===== config.mk =====
export PLATFORM = sky130hd
export DESIGN_NAME = lsu
export DESIGN_NICKNAME = d
export VERILOG_FILES = /design/src/rtl/lsu.sv
export SDC_FILE = /design/constraint.sdc
export NUM_CORES = 1
export LEC_CHECK = 0
export CAP_MARGIN = 5
export CORE_ASPECT_RATIO = 1.75
export CORE_MARGIN = 2
export CORE_UTILIZATION = 30
export CTS_BUF_LIST = sky130_fd_sc_hd__clkbuf_4 sky130_fd_sc_hd__clkbuf_8
export DETAILED_ROUTE_END_ITERATION = 10
export PLACE_DENSITY_LB_ADDON = 0.2
export SYNTH_ARGS = -nofsm -noshare
export SYNTH_HDL_FRONTEND = slang
export SYNTH_SLANG_ARGS = --single-unit

===== constraint.sdc =====
create_clock -name clk -period 5.46 [get_ports clk]
set_clock_uncertainty 0.1 [all_clocks]
set_input_delay 1.638 -clock clk [delete_from_list [all_inputs] [get_ports clk]]
set_output_delay 1.638 -clock clk [all_outputs]
set_load 0.02 [all_outputs]

===== src/rtl/lsu.sv =====
// lsu: single-outstanding load/store unit in front of a word-wide synchronous data memory.
// Build option LSU_SUBWORD_EN adds byte/halfword loads and read-modify-write sub-word stores.
module lsu #(
  parameter int DM_AW = 7
) (
  input  logic              clk,
  input  logic              rst,
  input  logic              req,
  input  logic              we,
  input  logic [1:0]        size,
  input  logic              sign_ext,
  input  logic [31:0]       addr,
  input  logic [31:0]       wdata,
  output logic              busy,
  output logic              done,
  output logic              err,
  output logic [31:0]       rdata,
  output logic [DM_AW-1:0]  dm_addr,
  output logic              dm_rd,
  output logic              dm_wr,
  output logic [31:0]       dm_wdata,
  input  logic [31:0]       dm_rdata,
  output logic [2:0]        dbg_state
);

  // Handshake: req is taken on a rising edge while busy=0 (no queueing while busy);
  // each accepted request ends in exactly one done pulse, qualified by err, unless rst aborts it.
  typedef enum logic [2:0] {
    IDLE  = 3'd0,
    RD    = 3'd1,
    LDRSP = 3'd2,
`ifdef LSU_SUBWORD_EN
    MOD   = 3'd3,
`endif
    WR    = 3'd4
  } state_t;

  state_t      state, state_nxt;
  logic        bad;
  logic [31:0] load_val;

`ifdef LSU_SUBWORD_EN
  logic [1:0]  size_q;
  logic [1:0]  off_q;
  logic        sign_q;
  logic        we_q;
  logic [7:0]  byte_v;
  logic [15:0] half_v;
  logic [31:0] merged;
  logic        unused;

  assign unused = &{1'b0, addr[31:DM_AW+2]};
  assign bad = (size == 2'b11) ||
               (size == 2'b01 && addr[0]) ||
               (size == 2'b10 && addr[1:0] != 2'b00);

  // Little-endian lane select for loads; stores overwrite only the addressed lane(s).
  always_comb begin
    byte_v   = dm_rdata[{off_q, 3'b000} +: 8];
    half_v   = dm_rdata[{off_q[1], 4'b0000} +: 16];
    load_val = dm_rdata;
    merged   = dm_rdata;
    case (size_q)
      2'b00: begin
        load_val = {{24{sign_q & byte_v[7]}}, byte_v};
        merged[{off_q, 3'b000} +: 8] = dm_wdata[7:0];
      end
      2'b01: begin
        load_val = {{16{sign_q & half_v[15]}}, half_v};
        merged[{off_q[1], 4'b0000} +: 16] = dm_wdata[15:0];
      end
      default: ;
    endcase
  end
`else
  logic unused;

  assign unused   = &{1'b0, addr[31:DM_AW+2], sign_ext};
  assign bad      = (size != 2'b10) || (addr[1:0] != 2'b00);
  assign load_val = dm_rdata;
`endif

  assign busy      = (state != IDLE);
  assign dm_rd     = (state == RD);
  assign dm_wr     = (state == WR);
  assign dbg_state = state;

  always_comb begin
    state_nxt = state;
    case (state)
      IDLE: begin
        if (req && !bad) begin
          if (!we) state_nxt = RD;
`ifdef LSU_SUBWORD_EN
          else if (size != 2'b10) state_nxt = RD;
`endif
          else state_nxt = WR;
        end
      end
`ifdef LSU_SUBWORD_EN
      RD:      state_nxt = we_q ? MOD : LDRSP;
      MOD:     state_nxt = WR;
`else
      RD:      state_nxt = LDRSP;
`endif
      LDRSP:   state_nxt = IDLE;
      WR:      state_nxt = IDLE;
      default: state_nxt = IDLE;
    endcase
  end

  always_ff @(posedge clk or posedge rst) begin
    if (rst) begin
      state    <= IDLE;
      done     <= 1'b0;
      err      <= 1'b0;
      rdata    <= 32'h0;
      dm_wdata <= 32'h0;
      dm_addr  <= '0;
`ifdef LSU_SUBWORD_EN
      size_q   <= 2'b00;
      off_q    <= 2'b00;
      sign_q   <= 1'b0;
      we_q     <= 1'b0;
`endif
    end else begin
      state <= state_nxt;
      done  <= 1'b0;
      err   <= 1'b0;
      case (state)
        IDLE: begin
          if (req) begin
            // dm_wdata holds the raw store data until WR (or until MOD merges it).
            dm_addr  <= addr[DM_AW+1:2];
            dm_wdata <= wdata;
`ifdef LSU_SUBWORD_EN
            size_q   <= size;
            off_q    <= addr[1:0];
            sign_q   <= sign_ext;
            we_q     <= we;
`endif
            if (bad) begin
              done <= 1'b1;
              err  <= 1'b1;
            end
          end
        end
        LDRSP: begin
          rdata <= load_val;
          done  <= 1'b1;
        end
`ifdef LSU_SUBWORD_EN
        MOD: dm_wdata <= merged;
`endif
        WR:      done <= 1'b1;
        default: ;
      endcase
    end
  end

endmodule


==> results of run 1 <==
==> cells by family after synthesis <==
family | Yosys count | share of synthesized area, %
and+or+nand+nor | 10 | 3.55
DFF | 76 | 65.7
AOI/OAI and AO/OA | 1 | 0.346
buffers and inverters | 10 | 2.72
muxes | 71 | 27.6
==> where the power goes <==
group          switching [mW]  internal (mW)  leakage, nW
Combinational           0.185          0.247        0.982
Clock                   0.205          0.240        0.106
Sequential             0.0372          0.643        0.934
Total                   0.427           1.13         2.02
==> routing by layer <==
layer	global-route usage [%]	wire, um
met5	0	0
met4	6.73	178
met2	25.1	3890
met1	13.8	2440
met3	5.11	501
==> layout by cell type, fill, tap and decap left out, drive strengths merged <==
cell / netlist / layout
nor4b: 1 / 1
nor3b: 5 / 5
a211o: 1 / 1
bufinv: 0 / 1
clkinv: 0 / 2
or4b: 1 / 1
dfrtp: 76 / 76
clkinvlp: 0 / 1
nor4: 1 / 1
buf: 7 / 5
mux2: 71 / 71
clkbuf: 0 / 12
inv: 3 / 3
or3: 1 / 1
and2: 1 / 1
clkdlybuf4s50: 0 / 157
==> metrics by stage <==
step	worst slack, ns	power (mW)	cell area [um^2]
after floorplan	1.78	0.887	2890
after global placement	2.11	1.13	4590
after detailed placement	2.11	1.13	4590
after CTS	1.83	1.58	4790
after global routing	1.75	1.63	4790
final	1.88	1.56	4790
==> worst max path at each step <==
stage | to | slack [ns] | cells after the start
finish | dm_wr | 1.88 | 2
global route | dm_wr | 1.75 | 2
CTS | dm_wr | 1.83 | 2
detailed placement | dm_wdata[23] | 2.11 | 4
global placement | dm_wdata[29] | 2.11 | 4
floorplan | dbg_state[0] | 1.78 | 1
==> sequential cells by signal, indices dropped and copies added (netlist names) <==
name and count:
done 1, dbg_state 3, rdata 32, err 1, dm_addr 7, dm_wdata 32
==> worst reg2reg max path, cell delays in order, from the launching register on <==
cell and delay (ns):
dfrtp_1 0.49, nor4b_4 0.32, buf_4 0.37, mux2_2 0.40
==> cell type report <==
| type | count | share of cell area, % |
|---|---|---|
| Sequential cell | 76 | 39.7 |
| Timing Repair Buffer | 162 | 33.6 |
| Multi-Input combinational cell | 82 | 19.0 |
| Clock buffer | 12 | 3.32 |
| Tap cell | 122 | 3.18 |
| Clock inverter | 4 | 0.992 |
| Inverter | 3 | 0.235 |
==> results.cfg, run 1 <==
[die]
die_area_mm2 = 0.0105
rows = 47
coreArea_mm2 = 0.00941
die_x_um = 78.2
ios = 182
initial_core_util_pct = 30.7
die_y_um = 134

[global_routing]
grt_pass1_vias = 2234
grt_pass1_wl_um = 11100
grt_max_degree = 34
grt_antenna_before_repair = 0
overflow = 0
grt_use_total_pct = 13.9

[cts]
cts_resized = 0
cts_setup_buffers = 0
cts_root_buf = clkbuf_8
cts.sinks = 76
cts_tree = built
clockBufferDepth = 2
clkTransAtPathRegs_ns = 0.08
insertion_delay_ns = 0.35
cts_hold_buf = 0
htree_levels = 3
numCtsBuffers = 9

[power_and_ir_drop]
leakagePower_nw = 2.02
peakVddDrop_v = 0.000169
power_density_mw_per_mm2 = 325

[critical_path]
required_ns = 3.72
rrSetupSlack_ns = 3.65
r2r-end = dm_wdata[24]
worstPathArrival_ns = 1.85
critPathMaxStageDelay_ns = 0.69
path_class = flip-flop to output port
critical_path.top_delay_family = buffers and inverters
worstSetupEndpointType = output port
startpoint = dbg_state[2]
crit_chain = nor3b_1 -> clkdlybuf4s50_1
critical_path_buf_inv_count = 1
r2r_cells = 3
slowest_stage = clkdlybuf4s50_1
crit_fanout = 7
cp-start-kind = flip-flop
reg2reg_from = dbg_state[0]

[yosys]
syn_area_per_cell_um2 = 17.2
async_flop_share_pct = 100
synth_cell_types = 14
yosys.area.top_type_share_pct = 65.7
synthesis.area_mm2 = 0.00289
synth_edf_count = 0
syn_nets = 271
ys_dominant_reg_cell = dfrtp_1
ys_ff_latch = 76
yosys.area.top_type = dfrtp_1
yosysMostFrequentCell = dfrtp_1
seq_area_frac_synth_pct = 65.7
synthTopCellsByArea = dfrtp_1, mux2_2, mux2_1
synth_warnings = 0
synth_common_cells = dfrtp_1, mux2_2, mux2_1
netlist_instances = 168

[finish]
utilization_pct = 50.9
regArea_mm2 = 0.00190
layout-drive-gt1-share_pct = 27.4
nets = 437
fill_cells = 862
syn2layout_area_growth_pct = 65.7
antenna_cells = 0
multi_input_area_um2 = 912
fin_cells = 461

[detailed_routing]
ant_nets = 0
dr.first_iter.drc_count = 29
vias = 2015
drc = 0
first_pass_iters = 4
via_per_inst = 4.37
wl_um = 7000
detail_route.wl_per_cell_um = 15.2

[min_path]
holdCritPathClass = flip-flop to flip-flop
hold_start = dm_wdata[15]
hold_end = dm_wdata[15]
min_path_cells = 1

[timing]
min_period_over_period_pct = 65.6
whs_ns = 0.394
drv_slew = 0
max_freq_mhz = 279
setup_tns_ns = 0
setup_violations = 0
post-route-min-period_ns = 3.58
slew-limit-headroom_pct = 70.6
grt_setup_unrepaired = no
hold_viol_final = 0
worst_slew_pin_slew_ns = 0.441

[run]
max-cap-violations = 0

[placed_design]
gp_congestion = 0.674
dp_cells = 445
dp_hpwl_um = 5280
io_buffers = 157

[outcome]
outcome = finished clean
(Power assumes the default switching activity.)
==> inputs of run 2 (changes only) <==
- clock period: 5.46 -> 3.3 ns (I/O delays scaled with it)
==> results.cfg, run 2 (synthesis results as in run 1) <==
[critical_path]
critPathMaxStageDelay_ns = 0.69
r2r_cells = 3
worstSetupEndpointType = output port
worstPathArrival_ns = 1.87
critical_path.top_delay_family = buffers and inverters
reg2reg_from = dbg_state[0]
path_class = flip-flop to output port
crit_fanout = 7
r2r-end = dm_addr[1]
required_ns = 2.21
crit_chain = nor3b_1 -> clkdlybuf4s50_1
rrSetupSlack_ns = 1.42
cp-start-kind = flip-flop
slowest_stage = clkdlybuf4s50_1
critical_path_buf_inv_count = 1

[min_path]
holdCritPathClass = flip-flop to flip-flop
min_path_cells = 1
hold_start = dm_wdata[11]
hold_end = dm_wdata[11]

[finish]
multi_input_area_um2 = 912
antenna_cells = 0
fill_cells = 882
biggestRegsByFlops = dm_wdata: 32 flops, rdata: 32 flops, dm_addr: 7 flops
syn2layout_area_growth_pct = 64.1
final_common_cell = clkdlybuf4s50_1
regArea_mm2 = 0.00190
nets = 437
layout-drive-gt1-share_pct = 27.0
final_cell_mix = clkdlybuf4s50_1, dfrtp_1, mux2_2

[die]
coreArea_mm2 = 0.00941
initial_core_util_pct = 30.7
die_area_mm2 = 0.0105
rows = 47
die_x_um = 78.2
die_y_um = 134
ios = 182

[global_routing]
overflow = 0
grt_use_total_pct = 14.5
grt_pass1_wl_um = 11300
grt_antenna_before_repair = 0
grt_max_degree = 40
grt_pass1_vias = 2243

[detailed_routing]
detail_route.wl_per_cell_um = 15.7
first_pass_iters = 3
via_per_inst = 4.41
drc = 0
wl_um = 7220
ant_nets = 0
vias = 2022
dr.first_iter.drc_count = 37

[timing]
slew-limit-headroom_pct = 65.9
min_period_over_period_pct = 89.7
worst_slew_pin_slew_ns = 0.512
grt_setup_unrepaired = no
setup_violations = 0
setup_tns_ns = 0
drv_slew = 0
max_freq_mhz = 338
hold_viol_final = 0
post-route-min-period_ns = 2.96
fin_ws_ns = 0.339

[cts]
numCtsBuffers = 9
clockBufferDepth = 2
insertion_delay_ns = 0.35
cts_hold_buf = 0
cts_tree = built
cts_setup_buffers = 0
cts_root_buf = clkbuf_8
cts_resized = 0
clkTransAtPathRegs_ns = 0.07
cts.sinks = 76
htree_levels = 3

[power_and_ir_drop]
leakagePower_nw = 2.00
peakVddDrop_v = 0.000279
power_density_mw_per_mm2 = 517

[outcome]
outcome = finished clean

[placed_design]
gp_congestion = 0.688
io_buffers = 157
dp_slack_ns = 0.559
dp_hpwl_um = 5400

[run]
max-cap-violations = 0
-- run 2: cell types whose count changed in the layout (fill, tap and decap cells not counted) --
cell        previous run  this run
clkinv_2               2         3
clkbuf_8              11        10
clkinvlp_4             1         0
bufinv_16              1         0
-- run 2: final cells by class --
cell class,instances,area share [%]
Sequential cell,76,40.1
Timing Repair Buffer,162,33.9
Multi-Input combinational cell,82,19.2
Tap cell,122,3.22
Clock buffer,11,3.06
Clock inverter,3,0.316
Inverter,3,0.237
-- run 2: power by group --
group	internal [mW]	total [mW]	switching, mW
combinational	0.409	0.719	0.310
sequential	1.06	1.13	0.0622
clock	0.290	0.608	0.318
-- run 2: routing by layer --
layer  global-route usage (%)  share of wire (%)  wire length, um  vias up
met5                        0                  0                0        -
met4                     6.63                2.3              167        0
met3                     5.72                7.3              524       11
met2                     26.0                 56             4020       90
met1                     14.4                 35             2510     1002
li1                         -                  -                -      919
-- run 2: stage by stage --
step	std cells	util [%]	cell area [um^2]	power (mW)	hold WS, ns
2_1_floorplan	168	-	2890	1.47	0.509
3_3_place_gp	445	48.8	4590	1.86	0.373
3_5_place_dp	445	48.8	4590	1.88	0.379
4_1_cts	459	50.5	4750	2.50	0.396
5_1_grt	459	50.5	4750	2.59	0.414
6_report	459	50.5	4750	2.45	0.393
-- run 2: worst max path at each step --
stage | start | endpoint | slack [ns] | depth (start not counted)
after floorplan | rst | dbg_state[0] | 0.27 | 1
after global placement | req | dm_wdata[29] | 0.57 | 4
after detailed placement | req | dm_addr[1] | 0.56 | 4
after CTS | dbg_state[2] | dm_wr | 0.30 | 2
after global routing | dbg_state[2] | dm_wr | 0.22 | 2
final | dbg_state[2] | dm_wr | 0.34 | 2
